### src/rtl/inv_shift_sub_unit_pkg.sv
// Shared AES decryption definitions: FSM states, state geometry and the
// InvShiftRows byte-index mapping.
package aes_dec_pkg;

    localparam int unsigned AES_STATE_W = 128;
    localparam int unsigned AES_BYTES   = 16;

    typedef enum logic [1:0] {
        IDLE,
        SUB,
        DONE
    } state_e;

    // Source byte index for output byte idx (idx = 4c+r) under InvShiftRows:
    // s'[r][c] = s[r][(c-r) mod 4].
    function automatic int unsigned inv_shift_src(input int unsigned idx);
        int unsigned r;
        int unsigned c;
        r = idx % 4;
        c = idx / 4;
        return 4 * ((c + 4 - r) % 4) + r;
    endfunction

endpackage

### src/rtl/inv_shift_sub_unit_if.sv
// Handshake bundle for the InvShiftRows/InvSubBytes stage. The slave side is
// the unit itself; the master side drives input data and output acceptance.
interface inv_shift_sub_unit_if;
    import aes_dec_pkg::*;

    logic                   in_valid;
    logic                   in_ready;
    logic [AES_STATE_W-1:0] in_state;
    logic                   out_valid;
    logic                   out_ready;
    logic [AES_STATE_W-1:0] out_state;
    logic                   busy;

    modport master (
        output in_valid, in_state, out_ready,
        input  in_ready, out_valid, out_state, busy
    );

    modport slave (
        input  in_valid, in_state, out_ready,
        output in_ready, out_valid, out_state, busy
    );

endinterface

### src/rtl/inv_shift_sub_unit_sbox.sv
// AES inverse S-box: inverse affine transform followed by GF(2^8)
// multiplicative inverse (0 maps to 0).
module InverseSbox (
    input  logic [7:0] byte_i,
    output logic [7:0] byte_o
);

    function automatic logic [7:0] gf_mul(input logic [7:0] a, input logic [7:0] b);
        logic [7:0] p;
        logic [7:0] aa;
        logic [7:0] bb;
        logic       hi;
        p  = '0;
        aa = a;
        bb = b;
        for (int unsigned i = 0; i < 8; i++) begin
            if (bb[0]) p = p ^ aa;
            hi = aa[7];
            aa = {aa[6:0], 1'b0};
            if (hi) aa = aa ^ 8'h1b;
            bb = {1'b0, bb[7:1]};
        end
        return p;
    endfunction

    // x^254 = x^2 * x^4 * ... * x^128, which is the inverse for x != 0.
    function automatic logic [7:0] gf_inv(input logic [7:0] x);
        logic [7:0] p;
        logic [7:0] r;
        p = x;
        r = 8'h01;
        for (int unsigned i = 0; i < 7; i++) begin
            p = gf_mul(p, p);
            r = gf_mul(r, p);
        end
        return r;
    endfunction

    logic [7:0] affine_inv;

    // Inverse affine (rotl 1, 3, 6 plus 0x05) then field inverse.
    always_comb begin
        affine_inv = {byte_i[1:0], byte_i[7:2]}
                   ^ {byte_i[4:0], byte_i[7:5]}
                   ^ {byte_i[6:0], byte_i[7]}
                   ^ 8'h05;
        byte_o     = gf_inv(affine_inv);
    end

endmodule

### src/rtl/inv_shift_sub_unit.sv
// Sequential InvShiftRows + InvSubBytes: InvShiftRows at capture, then
// LANES bytes per cycle through InverseSbox until all 16 are substituted.
module inv_shift_sub_unit
    import aes_dec_pkg::*;
#(
    parameter int unsigned LANES = 4
) (
    input logic                clk,
    input logic                rst,
    inv_shift_sub_unit_if.slave bus
);

    localparam int unsigned NGRP  = AES_BYTES / LANES;
    localparam int unsigned GRP_W = (NGRP > 1) ? $clog2(NGRP) : 1;

    state_e                 state_q, state_d;
    logic [GRP_W-1:0]       grp_q, grp_d;
    logic [AES_STATE_W-1:0] work_q, work_d;
    logic [AES_STATE_W-1:0] shifted;
    logic [7:0]             lane_in  [LANES];
    logic [7:0]             lane_out [LANES];

    // InvShiftRows of the incoming state, ready for capture.
    always_comb begin
        shifted = '0;
        for (int unsigned i = 0; i < AES_BYTES; i++) begin
            shifted[AES_STATE_W-1-8*i -: 8] =
                bus.in_state[AES_STATE_W-1-8*inv_shift_src(i) -: 8];
        end
    end

    // Select the current group of work bytes for the S-box lanes.
    always_comb begin
        for (int unsigned l = 0; l < LANES; l++) begin
            lane_in[l] = work_q[AES_STATE_W-1-8*(32'(grp_q)*LANES+l) -: 8];
        end
    end

    for (genvar g = 0; g < LANES; g++) begin : g_lane
        InverseSbox u_sbox (
            .byte_i (lane_in[g]),
            .byte_o (lane_out[g])
        );
    end

    // Next-state, group counter and work register update.
    always_comb begin
        state_d = state_q;
        grp_d   = grp_q;
        work_d  = work_q;
        case (state_q)
            IDLE: begin
                if (bus.in_valid) begin
                    work_d  = shifted;
                    grp_d   = '0;
                    state_d = SUB;
                end
            end
            SUB: begin
                for (int unsigned l = 0; l < LANES; l++) begin
                    work_d[AES_STATE_W-1-8*(32'(grp_q)*LANES+l) -: 8] = lane_out[l];
                end
                if (grp_q == GRP_W'(NGRP - 1)) begin
                    grp_d   = '0;
                    state_d = DONE;
                end else begin
                    grp_d = grp_q + 1'b1;
                end
            end
            DONE: begin
                if (bus.out_ready) state_d = IDLE;
            end
            default: state_d = IDLE;
        endcase
    end

    // State registers with synchronous reset discarding any in-flight block.
    always_ff @(posedge clk) begin
        if (rst) begin
            state_q <= IDLE;
            grp_q   <= '0;
            work_q  <= '0;
        end else begin
            state_q <= state_d;
            grp_q   <= grp_d;
            work_q  <= work_d;
        end
    end

    assign bus.in_ready  = (state_q == IDLE) && !rst;
    assign bus.out_valid = (state_q == DONE);
    assign bus.busy      = (state_q != IDLE);
    assign bus.out_state = work_q;

endmodule

### src/flat_wrapper.sv
// flat-port wrapper written by rule: the top's interface ports become plain ports
module inv_shift_sub_unit_flat import aes_dec_pkg::*;
#(
    parameter int unsigned LANES = 4
)
  (clk, rst, bus_in_valid, bus_in_state, bus_out_ready, bus_in_ready, bus_out_valid, bus_out_state, bus_busy);
  inv_shift_sub_unit_if bus_i ();
  input logic clk;
  input logic rst;
  input wire logic [$bits(bus_i.in_valid)-1:0] bus_in_valid;
  input wire logic [$bits(bus_i.in_state)-1:0] bus_in_state;
  input wire logic [$bits(bus_i.out_ready)-1:0] bus_out_ready;
  output wire logic [$bits(bus_i.in_ready)-1:0] bus_in_ready;
  output wire logic [$bits(bus_i.out_valid)-1:0] bus_out_valid;
  output wire logic [$bits(bus_i.out_state)-1:0] bus_out_state;
  output wire logic [$bits(bus_i.busy)-1:0] bus_busy;
  assign bus_i.in_valid = bus_in_valid;
  assign bus_i.in_state = bus_in_state;
  assign bus_i.out_ready = bus_out_ready;
  assign bus_in_ready = bus_i.in_ready;
  assign bus_out_valid = bus_i.out_valid;
  assign bus_out_state = bus_i.out_state;
  assign bus_busy = bus_i.busy;
  inv_shift_sub_unit #(.LANES(LANES)) u_core (.clk(clk), .rst(rst), .bus(bus_i));
endmodule
### config.mk
export PLATFORM = sky130hd
export DESIGN_NAME = inv_shift_sub_unit_flat
export DESIGN_NICKNAME = d
export VERILOG_FILES = /design/src/rtl/inv_shift_sub_unit_pkg.sv /design/src/rtl/inv_shift_sub_unit_if.sv /design/src/rtl/inv_shift_sub_unit_sbox.sv /design/src/rtl/inv_shift_sub_unit.sv /design/src/flat_wrapper.sv
export SDC_FILE = /design/constraint.sdc
export NUM_CORES = 2
export LEC_CHECK = 0
export ABC_AREA = 0
export CAP_MARGIN = 20
export CORE_MARGIN = 2
export CORE_UTILIZATION = 53
export CTS_CLUSTER_DIAMETER = 30
export DETAILED_ROUTE_END_ITERATION = 8
export HOLD_SLACK_MARGIN = 0.03
export PLACE_DENSITY = 0.8
export SYNTH_ARGS = -nofsm -noshare
export SYNTH_HDL_FRONTEND = slang
export SYNTH_SLANG_ARGS = --single-unit
### constraint.sdc
create_clock -name clk -period 17.8 [get_ports clk]
set_input_delay 2.67 -clock clk [delete_from_list [all_inputs] [get_ports clk]]
set_output_delay 2.67 -clock clk [all_outputs]
set_load 0.01 [all_outputs]
==> flow_summary.html <==
<table>
<tr><th>Metric</th><th>Value</th></tr>
<tr><th colspan="2">Route</th></tr>
<tr><td>Routed wire length per instance</td><td>22.0 um</td></tr>
<tr><td>Remaining antenna violation count</td><td>0</td></tr>
<tr><td>Number of remaining DRC errors</td><td>2</td></tr>
<tr><td>Detail-routed via count per cell</td><td>6.47</td></tr>
<tr><td>Overall routed net length</td><td>248000 um</td></tr>
<tr><td>Initial DRC Count</td><td>9199</td></tr>
<tr><td>Vias after detailed routing</td><td>73110</td></tr>
<tr><td>Number of iterations in the first detailed-routing pass</td><td>9</td></tr>
<tr><th colspan="2">Logic synthesis</th></tr>
<tr><td>Fraction of the yosys area taken by sequential cells</td><td>0.0378</td></tr>
<tr><td>Dominant cell type by area after synthesis</td><td>xnor2_1</td></tr>
<tr><td>Cells after Synth</td><td>9402</td></tr>
<tr><td>Average cell area after synthesis</td><td>7.43 um2</td></tr>
<tr><td>Cell Area, Synth</td><td>69900 um2</td></tr>
<tr><td>Count of different cell masters after synthesis</td><td>133</td></tr>
<tr><td>Count of yosys warnings during synthesis</td><td>0</td></tr>
<tr><td>Leading cell type by number of instances after synthesis</td><td>xnor2_1</td></tr>
<tr><td>Area fraction of the dominant cell type after synthesis</td><td>0.192</td></tr>
<tr><td>Synthesized netlist net count</td><td>9566</td></tr>
<tr><td>Leading post-synthesis cells by instance count</td><td>xnor2_1, nor2_1, nand2_1</td></tr>
<tr><td>Most used DFF post-synth</td><td>dfxtp_1</td></tr>
<tr><td>Count of flip-flops with a built-in enable after synthesis</td><td>0</td></tr>
<tr><td>Cell types with the largest area share after synthesis</td><td>xnor2_1, xnor3_1, nor2_1</td></tr>
<tr><td>Proportion of synthesized flip-flops having asynchronous set or reset</td><td>0</td></tr>
<tr><td>Number of synthesized register bits</td><td>132</td></tr>
<tr><th colspan="2">CTS</th></tr>
<tr><td>Clock tree from TritonCTS</td><td>done</td></tr>
<tr><td>CTS Buf Count</td><td>17</td></tr>
<tr><td>Level count of the clock H-tree</td><td>4</td></tr>
<tr><td>Clock-pin slew of the registers on the worst-case setup and hold paths</td><td>0.06 ns</td></tr>
<tr><td>Source-to-sink clock delay at the later pin of the worst-skew pair</td><td>0.54 ns</td></tr>
<tr><td>Sinks on Clock Net</td><td>132</td></tr>
<tr><td>Deepest clock path buffer count</td><td>2</td></tr>
<tr><td>Cell at the root of the clock tree</td><td>clkbuf_16</td></tr>
<tr><th colspan="2">GRT</th></tr>
<tr><td>Overall Global Routing Usage</td><td>0.343</td></tr>
<tr><td>Antenna violations before repair</td><td>12</td></tr>
<tr><td>Global-route wire length before repair</td><td>381000 um</td></tr>
<tr><td>Number of global-route vias before repair</td><td>66984</td></tr>
<tr><td>Maximum number of pins on one net before global-route repair</td><td>102</td></tr>
<tr><td>Remaining global-route overflow</td><td>0</td></tr>
<tr><th colspan="2">Critical path</th></tr>
<tr><td>Crit end category</td><td>flip-flop</td></tr>
<tr><td>Slowest stage cell, crit path</td><td>mux4_2</td></tr>
<tr><td>CP most frequent cell</td><td>xnor2_1</td></tr>
<tr><td>Required time of the worst setup path</td><td>18.17 ns</td></tr>
<tr><td>Start-to-end type of the worst setup path</td><td>reg2reg</td></tr>
<tr><td>Stage delay of the slowest cell on the critical path</td><td>0.58 ns</td></tr>
<tr><td>Crit path launch type</td><td>flip-flop</td></tr>
<tr><td>Data arrival time of the critical path</td><td>17.54 ns</td></tr>
<tr><td>Crit path max fanout</td><td>12</td></tr>
<tr><th colspan="2">Timing</th></tr>
<tr><td>Setup violations, final</td><td>0</td></tr>
<tr><td>Max_slew headroom</td><td>0.232</td></tr>
<tr><td>Sum of negative setup slack</td><td>0 ns</td></tr>
<tr><td>Total count of max-transition violations in the final report</td><td>0</td></tr>
<tr><td>Final worst path period share</td><td>0.965</td></tr>
<tr><td>Transition time at the pin with the least slew margin</td><td>1.15 ns</td></tr>
<tr><td>Final Critical Period</td><td>17.17 ns</td></tr>
<tr><td>Setup repair after global routing missed its margin</td><td>true</td></tr>
<tr><td>Maximum clock frequency</td><td>58.2 MHz</td></tr>
<tr><td>Hold violation count in the final report</td><td>0</td></tr>
<tr><td>Final critical-path setup slack</td><td>0.626 ns</td></tr>
<tr><td>Worst clock skew</td><td>0.0285 ns</td></tr>
<tr><th colspan="2">Placement</th></tr>
<tr><td>Cells after DPL</td><td>11180</td></tr>
<tr><td>DP HPWL</td><td>179000 um</td></tr>
<tr><td>IO buf count</td><td>262</td></tr>
<tr><td>Pre-CTS setup slack</td><td>-0.614 ns</td></tr>
<tr><td>Routability congestion estimate</td><td>1.00</td></tr>
<tr><th colspan="2">Floorplan</th></tr>
<tr><td>Ports</td><td>263</td></tr>
<tr><td>Initial core utilization</td><td>0.533</td></tr>
<tr><td>Number of placement rows</td><td>133</td></tr>
<tr><td>Area of the core</td><td>131000 um2</td></tr>
<tr><td>Die area</td><td>135000 um2</td></tr>
<tr><td>Die width</td><td>367 um</td></tr>
<tr><td>Y dimension of the die</td><td>367 um</td></tr>
<tr><th colspan="2">Finish</th></tr>
<tr><td>Fillers</td><td>11941</td></tr>
<tr><td>Share of final-layout standard cells stronger than drive strength 1</td><td>0.131</td></tr>
<tr><td>Layout area overhead</td><td>12.3%</td></tr>
<tr><td>Number of nets in the layout</td><td>9697</td></tr>
<tr><td>Final std cells w/o fill</td><td>11305</td></tr>
<tr><th colspan="2">Job</th></tr>
<tr><td>Count of max-cap constraint violations</td><td>0</td></tr>
<tr><th colspan="2">Outcome</th></tr>
<tr><td>Violations in the final reports</td><td>design-rule violations</td></tr>
<tr><td>Outcome</td><td>complete, but fails checks</td></tr>
<tr><th colspan="2">Hold path</th></tr>
<tr><td>Kind of path behind the tightest hold check</td><td>reg2reg</td></tr>
</table>
[repair_timing]
action,CTS,global route
pin swaps,1,24
endpoints found under the setup margin,105,128
resized for setup,32,177
hold buffers,0,0
buffers inserted,5,70
cloned,2,4
[stage by stage]
step | utilization | area (um2) | hold WS, ns
after CTS | 0.584 | 76600 | 0.568
after floorplan | - | 69900 | 0.556
after global routing | 0.598 | 78400 | 0.593
after detailed placement | 0.577 | 75700 | 0.550
final | 0.598 | 78500 | 0.567
after global placement | 0.577 | 75700 | 0.537
[cells by family after synthesis]
family / synth area share
flops: 0.0378
fa+ha+maj: 0.00688
simple gates: 0.220
compound gates: 0.209
buf+inv: 0.0516
mux: 0.0544
xor+xnor: 0.420
[cells in the final DEF (no fill, tap or decap), types with 48 or more instances in the layout]
cell type        instances
a22oi_1                 57
and3_1                 190
nor2b_1                 64
a211oi_1                86
nand3_1                252
xnor2_1               1405
xnor2_2                208
o22ai_1                249
o21ai_0                382
xor2_1                 401
xnor3_1                310
nor3_1                 281
or3_1                   65
xnor3_2                 57
mux2i_1                224
and2_1                  77
nor2_1                1226
inv_1                   82
nand2_1                832
xor2_2                  48
nand4_1                 61
a31oi_1                 80
nand2b_1                59
clkdlybuf4s50_1        261
a21oi_1                590
o21ai_1                 49
dfxtp_1                130
o211ai_1                94
buf_4                  536
[layer usage]
| layer | track usage | up-vias | routed length [um] |
|---|---|---|---|
| met4 | 0.118 | 6 | 8880 |
| li1 | - | 33616 | - |
| met2 | 0.544 | 4255 | 111000 |
| met3 | 0.0570 | 573 | 26900 |
| met1 | 0.471 | 34660 | 101000 |
| met5 | 0 | - | 29 |
[final cells by class]
| class | instances | area (um2) | area share |
|---|---|---|---|
| diodes | 4 | 10.0 | 0.000128 |
| repair buffers | 815 | 6910 | 0.0881 |
| flip-flops and latches | 132 | 2650 | 0.0337 |
| multi-input cells | 8454 | 65700 | 0.837 |
| well taps | 1755 | 2200 | 0.0280 |
| clock inverters | 14 | 129 | 0.00164 |
| inverters | 113 | 428 | 0.00545 |
| clock buffers | 18 | 450 | 0.00574 |
[path summary, 6_finish.rpt]
kind | startpoint | end | slack, ns | depth (start not counted)
max reg2reg | u_core.grp_q[0] | u_core.bus.out_state[46] | 0.63 | 67
min | u_core.bus.out_state[110] | u_core.bus.out_state[110] | 0.57 | 2
max | u_core.grp_q[0] | u_core.bus.out_state[46] | 0.63 | 67
min reg2reg | u_core.bus.out_state[110] | u_core.bus.out_state[110] | 0.57 | 2
[sequential cells by signal, summed over array words and instances (netlist names)]
signal                flops
u_core.bus.out_state    128
u_core.grp_q              2
u_core.state_q            2
[worst max-delay path, delay by kind of cell, from the launching register on]
| kind | cells | cell delay, ns |
|---|---|---|
| xor gates and xnor gates | 28 | 7.74 |
| and+or+nand+nor | 19 | 4.54 |
| buffers and inverters | 10 | 1.56 |
| adders and majority gates | 3 | 1.00 |
| muxes | 2 | 0.93 |
| AOI/OAI and AO/OA | 5 | 0.82 |
| DFF | 1 | 0.41 |
Power is not shown: default switching activity piles up to over one toggle a cycle in this logic, so the estimate is an artifact.
